**config.mk**
```make
export PLATFORM = sky130hd
export DESIGN_NAME = top_tdr_creation_tessent_data_mux_sync
export DESIGN_NICKNAME = d
export VERILOG_FILES = /design/src/rtl/top_tdr_creation_tessent_data_mux_sync.sv
export SDC_FILE = /design/constraint.sdc
export NUM_CORES = 1
export LEC_CHECK = 0
export ABC_AREA = 0
export BUFFER_PORTS_ARGS = -buffer_cell sky130_fd_sc_hd__buf_2
export CORE_MARGIN = 2
export CORE_UTILIZATION = 24
export DETAILED_ROUTE_END_ITERATION = 7
export PLACE_DENSITY = 0.53
export RECOVER_POWER = 50
export SLEW_MARGIN = 25
export SYNTH_ARGS = -nofsm -noshare
export SYNTH_HDL_FRONTEND = slang
export SYNTH_SLANG_ARGS = --single-unit
```
**constraint.sdc**
```tcl
create_clock -name ijtag_tck -period 3.7 [get_ports ijtag_tck]
set_input_delay 0.74 -clock ijtag_tck [delete_from_list [all_inputs] [get_ports ijtag_tck]]
set_output_delay 0.74 -clock ijtag_tck [all_outputs]
set_load 0.05 [all_outputs]
```
**src/rtl/top_tdr_creation_tessent_data_mux_sync.sv**
```systemverilog
// Registered multi-channel IJTAG/functional data mux with break-before-make
// source switching and a functional-data capture register for TDR readback.
//
// Per-channel FSM:
//   state    | meaning
//   ---------+-----------------------------------------------------------
//   ST_FUNC  | functional source drives data_out, tracked every edge
//   ST_H2I   | hold phase towards IJTAG, data_out frozen, busy
//   ST_IJTAG | IJTAG source drives data_out, tracked every edge
//   ST_H2F   | hold phase towards functional, data_out frozen, busy
module top_tdr_creation_tessent_data_mux_sync #(
  parameter int unsigned      WIDTH       = 2,
  parameter int unsigned      NUM_CH      = 4,
  parameter int unsigned      SETTLE      = 2,
  parameter logic [WIDTH-1:0] RESET_VALUE = {WIDTH{1'b0}}
) (
  input  logic                    ijtag_tck,
  input  logic                    ijtag_reset,
  input  logic [NUM_CH-1:0]       ijtag_select,
  input  logic [NUM_CH*WIDTH-1:0] functional_data_in,
  input  logic [NUM_CH*WIDTH-1:0] ijtag_data_in,
  input  logic                    capture_en,
  output logic [NUM_CH*WIDTH-1:0] data_out,
  output logic [NUM_CH-1:0]       select_active,
  output logic [NUM_CH-1:0]       switch_busy,
  output logic [NUM_CH*WIDTH-1:0] captured_func
);

  localparam int unsigned    CW       = $clog2(SETTLE + 1);
  // Counter starts at SETTLE-1 and the exit happens on the edge that sees
  // zero, so the hold phase lasts exactly SETTLE cycles.
  localparam logic [CW-1:0]  CNT_LOAD = CW'(SETTLE - 1);

  typedef enum logic [1:0] {
    ST_FUNC  = 2'd0,
    ST_H2I   = 2'd1,
    ST_IJTAG = 2'd2,
    ST_H2F   = 2'd3
  } state_e;

  logic [NUM_CH*WIDTH-1:0] captured_func_q;
  logic [NUM_CH*WIDTH-1:0] captured_func_d;

  // Capture samples the raw functional input, not the muxed output.
  always_comb begin
    captured_func_d = captured_func_q;
    if (capture_en) begin
      captured_func_d = functional_data_in;
    end
  end

  // Capture register.
  always_ff @(posedge ijtag_tck or negedge ijtag_reset) begin
    if (!ijtag_reset) begin
      captured_func_q <= '0;
    end else begin
      captured_func_q <= captured_func_d;
    end
  end

  assign captured_func = captured_func_q;

  for (genvar c = 0; c < NUM_CH; c++) begin : gen_ch
    state_e           state_q;
    state_e           state_d;
    logic [CW-1:0]    cnt_q;
    logic [CW-1:0]    cnt_d;
    logic [WIDTH-1:0] data_q;
    logic [WIDTH-1:0] data_d;
    logic             sel;
    logic [WIDTH-1:0] func_in;
    logic [WIDTH-1:0] ijtag_in;

    assign sel      = ijtag_select[c];
    assign func_in  = functional_data_in[c*WIDTH +: WIDTH];
    assign ijtag_in = ijtag_data_in[c*WIDTH +: WIDTH];

    // Next-state, hold counter and output data for one channel.
    always_comb begin
      state_d = state_q;
      cnt_d   = cnt_q;
      data_d  = data_q;
      case (state_q)
        ST_FUNC: begin
          if (sel) begin
            state_d = ST_H2I;
            cnt_d   = CNT_LOAD;
          end else begin
            data_d = func_in;
          end
        end
        ST_H2I: begin
          if (!sel) begin
            state_d = ST_FUNC;
          end else if (cnt_q == '0) begin
            state_d = ST_IJTAG;
          end else begin
            cnt_d = cnt_q - CW'(1);
          end
        end
        ST_IJTAG: begin
          if (!sel) begin
            state_d = ST_H2F;
            cnt_d   = CNT_LOAD;
          end else begin
            data_d = ijtag_in;
          end
        end
        ST_H2F: begin
          if (sel) begin
            state_d = ST_IJTAG;
          end else if (cnt_q == '0) begin
            state_d = ST_FUNC;
          end else begin
            cnt_d = cnt_q - CW'(1);
          end
        end
        default: begin
          state_d = ST_FUNC;
        end
      endcase
    end

    // Channel state, counter and output registers.
    always_ff @(posedge ijtag_tck or negedge ijtag_reset) begin
      if (!ijtag_reset) begin
        state_q <= ST_FUNC;
        cnt_q   <= '0;
        data_q  <= RESET_VALUE;
      end else begin
        state_q <= state_d;
        cnt_q   <= cnt_d;
        data_q  <= data_d;
      end
    end

    // Status is a pure decode of the state flop, so it moves with the state.
    assign data_out[c*WIDTH +: WIDTH] = data_q;
    assign select_active[c] = (state_q == ST_IJTAG) || (state_q == ST_H2F);
    assign switch_busy[c]   = (state_q == ST_H2I) || (state_q == ST_H2F);
  end

endmodule
```
## Word-level counts from Yosys, hierarchy flattened

Index checks and enable logic that the tools add are counted.

| operators by class | value |
|---|---|
| add/subtract/negate cells | 4 |
| eq/ne operators | 44 |
| muxes and demuxes | 60 |
| reduce and logical (&&, ||, !) cells | 32 |

Operator list:

| kind | number |
|---|---|
| 2-bit two-way mux | 48 |
| 2-bit case mux with 4 select lines | 8 |
| 2-bit != test (second input constant) | 24 |
| 4-bit AND reduction | 8 |
| 3-bit != test (second input constant) | 8 |
| 2-bit == test (second input constant) | 8 |
| 2-bit logical NOT | 8 |
| 2-bit case mux with 2 select lines | 4 |
| 3-bit AND reduction | 4 |
| 2-bit by 1-bit == test with 1-bit output (second input constant) | 4 |
| 1-bit logical OR | 8 |
| 2-bit nonzero test | 4 |
| 2-bit by 1-bit subtractor with 2-bit output (second input constant) | 4 |

| word-level totals | value |
|---|---|
| flip-flop bits (word level) | 32 |
| output and inout bits | 24 |
| word-level logic and storage cells | 153 |

## Logic depth before layout (Yosys ltp)

| logic depth | value |
|---|---|
| word-level depth | 4 |
| mapped depth | 5 |

## Worst setup path before layout

Ideal clock, no wire load.

| timing | value |
|---|---|
| path kind | flip-flop to output port |
| from | reg gen_ch[0].state_q[0] |
| to | out switch_busy[0] |
| data arrival time | 1.017 ns |
| setup slack | 1.943 ns |
| cell stages (with the launch flop) | 3 |
| cells stage by stage | dfrtp_1 clkbuf_1 clkbuf_1 |

| between the ends | value |
|---|---|
| word-level cells in the longest chain between the ends | 2 |
| elaborated cells on any way between the ends | 3 |
| those cells by class | eq/ne: 2; reduce/logical: 1 |

Ends and longest elaborated chain:

| element | line | source |
|---|---|---|
| start, declared | 64 | `state_e state_q;` |
| start signal, assigned | 131 | `state_q <= state_d;` |
| 2-bit by 1-bit == test with 1-bit output or 2-bit == test (tied branches) | 140 | `assign switch_busy[c] = (state_q == ST_H2I) \|\| (state_q == ST_H2F);` |
| 1-bit logical OR (*) | 140 |  |
| end, declared | 25 | `output logic [NUM_CH-1:0] switch_busy,` |

Every way passes the cells marked *; elsewhere a longest branch is shown, timed or not.

==> results.py <==
metrics = {
    "worst_hold_path": {
        "hold_path_class": "flop to flop",
        "hold_depth": 1,
        "min_to": "gen_ch[1].cnt_q[1]",
        "worstHoldStart": "gen_ch[1].cnt_q[1]",
    },
    "cells_and_area": {
        "fin_nets": 219,
        "final_cell_mix": "41 x buf_2, 32 x dfrtp_1, 12 x mux2_2",
        "utilization_pct": 30.2,
        "area_growth_pct": 20.6,
        "drive_above_1_share_pct": 33.2,
        "final_common_cell": "buf_2",
        "antenna_cells": 0,
    },
    "cts": {
        "cts_resized": 0,
        "cts-root-buf": "clkbuf_8",
        "cts-htree-levels": 2,
        "postCtsSetupRepairBufs": 0,
        "clkTransAtPathRegs_ps": 60,
        "holdBufCountCts": 0,
        "cts_tree": "built",
        "cts_buffer_depth": 2,
        "numCtsBuffers": 5,
        "cts_num_sinks": 32,
        "clock_latency_ps": 270,
    },
    "worst_setup_path": {
        "rr_startpoint": "gen_ch[3].state_q[0]",
        "crit_arrival_ps": 1980,
        "endpoint_kind": "asynchronous set/reset pin",
        "r2r-end": "gen_ch[3].data_q[0]",
        "path_cells": "clkbuf_1",
        "ff2ff_path_depth": 3,
        "rrSetupSlack_ps": 2380,
        "cp_max_fo": 32,
        "cp_num_buf_inv": 1,
        "crit_required_ps": 3760,
        "cpMaxStageDelayCell": "clkbuf_1",
        "cpLargestDelayFamily": "buffers and inverters",
        "critical_path_class": "input pin to asynchronous set/reset pin",
        "cp-start-kind": "input pin",
        "max_stage_delay_ps": 1230,
    },
    "timing": {
        "finalCritPeriodShare_pct": 52.0,
        "max_slew_margin_pct": -16.3,
        "final.min_clock_period_ps": 1930,
        "finalMaxSlewViolations": 33,
        "rsz0062_at_grt": "no",
        "worst_pin_slew_ps": 1740,
        "setup_tns_ps": 0,
        "setup_violations": 0,
        "fin_hold_ws_ps": 483,
        "hold_viol": 0,
        "max_clock_freq_ghz": 0.519,
        "skew_ps": 0.627,
    },
    "die": {
        "core_area_sq_um": 6420,
        "initial_core_util_pct": 25.0,
        "num_io_pins": 47,
        "fp.dieW_um": 85.9,
        "die_area_sq_um": 7370,
        "die_y_um": 85.9,
        "fp-row-count": 29,
    },
    "logic_synthesis": {
        "netlist_instances": 151,
        "synth.distinct_cells": 28,
        "synth-seq-cells": 32,
        "netlist_area_sq_um": 1610,
        "avgSynthCellArea_sq_um": 10.6,
        "ys_seq_area_share_pct": 49.8,
        "yosys_warnings": 0,
        "syn_nets": 178,
    },
    "global_routing": {
        "gr-usage-met3_pct": 3.66,
        "gr-usage-met2_pct": 14.6,
        "grt_use_met1_pct": 11.9,
        "antenna_found_initial": 0,
        "grt_overflow_total": 0,
        "grt_use_total_pct": 9.54,
        "busiest_layer": "met2",
        "grt_pass1_wl_mm": 5.43,
        "grt_pass1_vias": 1157,
        "grt_max_degree": 33,
    },
    "power_and_ir_drop": {
        "power.share.clock_pct": 12.9,
        "p_sw_mw": 0.882,
        "p_comb_share_pct": 51.0,
        "leakagePower_nw": 0.857,
        "switching_share_pct": 48.6,
        "ir_drop_mv": 0.319,
        "p_per_area_nw_per_um2": 935,
        "power.total_mw": 1.81,
        "internal-power_mw": 0.932,
        "p_seq_share_pct": 36.1,
    },
    "detailed_routing": {
        "routed_wl_mm": 3.19,
        "routed-via-count": 1231,
        "drt-initial-drc-count": 41,
        "dr.pass1.iters": 6,
        "drt-vias-per-instance": 4.61,
        "drc": 3,
        "final_antenna_net_count": 0,
        "wl_per_cell_um": 12.0,
    },
    "status": {
        "status": "complete, but fails checks",
        "violations": "DRC, capacitance limit, slew limit",
    },
    "placed_design": {
        "routabilityCongestion": 0.709,
        "hpwl_mm": 2.34,
        "port_buffers": 46,
    },
    "flow_run": {
        "max_cap_viol_count": 1,
    },
}
cell type report:
| cell class | instances | area (sq um) |
|---|---|---|
| multi-input cells | 98 | 716 |
| well taps | 77 | 96.3 |
| repair buffers | 46 | 224 |
| clock buffers | 5 | 68.8 |
| inverters | 9 | 33.8 |
| flip-flops and latches | 32 | 801 |
| fillers | 675 | 4480 |
routing by layer:
metal	vias to the layer above	wire [um]
met2	29	1440
met4	0	65
met3	8	209
li1	615	-
met1	579	1480
met5	-	0
worst max path at each step:
| stage | from | endpoint | slack (ps) | cells after the start |
|---|---|---|---|---|
| after CTS | gen_ch[3].state_q[0] | switch_busy[3] | 1810 | 1 |
| after detailed placement | ijtag_select[0] | gen_ch[0].data_q[1] | 2030 | 4 |
| after floorplan | gen_ch[0].state_q[0] | switch_busy[0] | 1940 | 2 |
| final | ijtag_reset | gen_ch[1].state_q[0] | 1770 | 1 |
| after global routing | ijtag_reset | gen_ch[1].state_q[0] | 1380 | 1 |
| after global placement | ijtag_select[0] | gen_ch[0].data_q[1] | 2050 | 4 |
per-stage QoR:
| step | cell area [sq um] | setup WS, ps | instances |
|---|---|---|---|
| after global placement | 1880 | 2050 | 262 |
| after global routing | 1940 | 1380 | 267 |
| after floorplan | 1610 | 1940 | 151 |
| after CTS | 1950 | 1810 | 267 |
| final | 1940 | 1770 | 267 |
| after detailed placement | 1880 | 2030 | 262 |
power groups by stage:
stage                     Sequential (mW)  Combinational [mW]  Clock [mW]
after floorplan                     0.784               0.631           0
after global placement              0.661               0.923           0
after detailed placement            0.657               0.941           0
after CTS                           0.655               0.940       0.250
after global routing                0.682                1.02       0.263
final                               0.655               0.925       0.234
cell usage after synthesis (all sizes together):
cell type	number	area (sq um)
o21ai	2	10.0
o31ai	3	22.5
o22ai	6	37.5
nor3	4	20.0
o22a	4	35.0
o211ai	6	45.0
nand2b	9	56.3
or2b	4	32.5
dlygate4sd1	2	17.5
or2	1	6.26
dfrtp	32	801
and2	2	12.5
a21oi	9	45.0
xor2	1	8.76
nor2	2	7.51
a311oi	3	26.3
ha	4	50.1
mux2	12	135
buf	2	10.0
or4	6	45.0
nand2	11	41.3
a22o	3	28.8
a21o	2	15.0
xnor2	4	35.0
inv	9	33.8
clkbuf	8	30.0
cell families (layout without fill, tap and decap cells):
kind of cell	count (synthesis)	after routing	share of synthesized area, %
mux	12	12	8.40
xor+xnor	5	5	2.72
simple gates	39	39	13.8
fa+ha+maj	4	4	3.11
flops	32	32	49.8
buf+inv	21	60	5.68
compound gates	38	38	16.5
No activity file was read; power rests on OpenSTA's default activity.
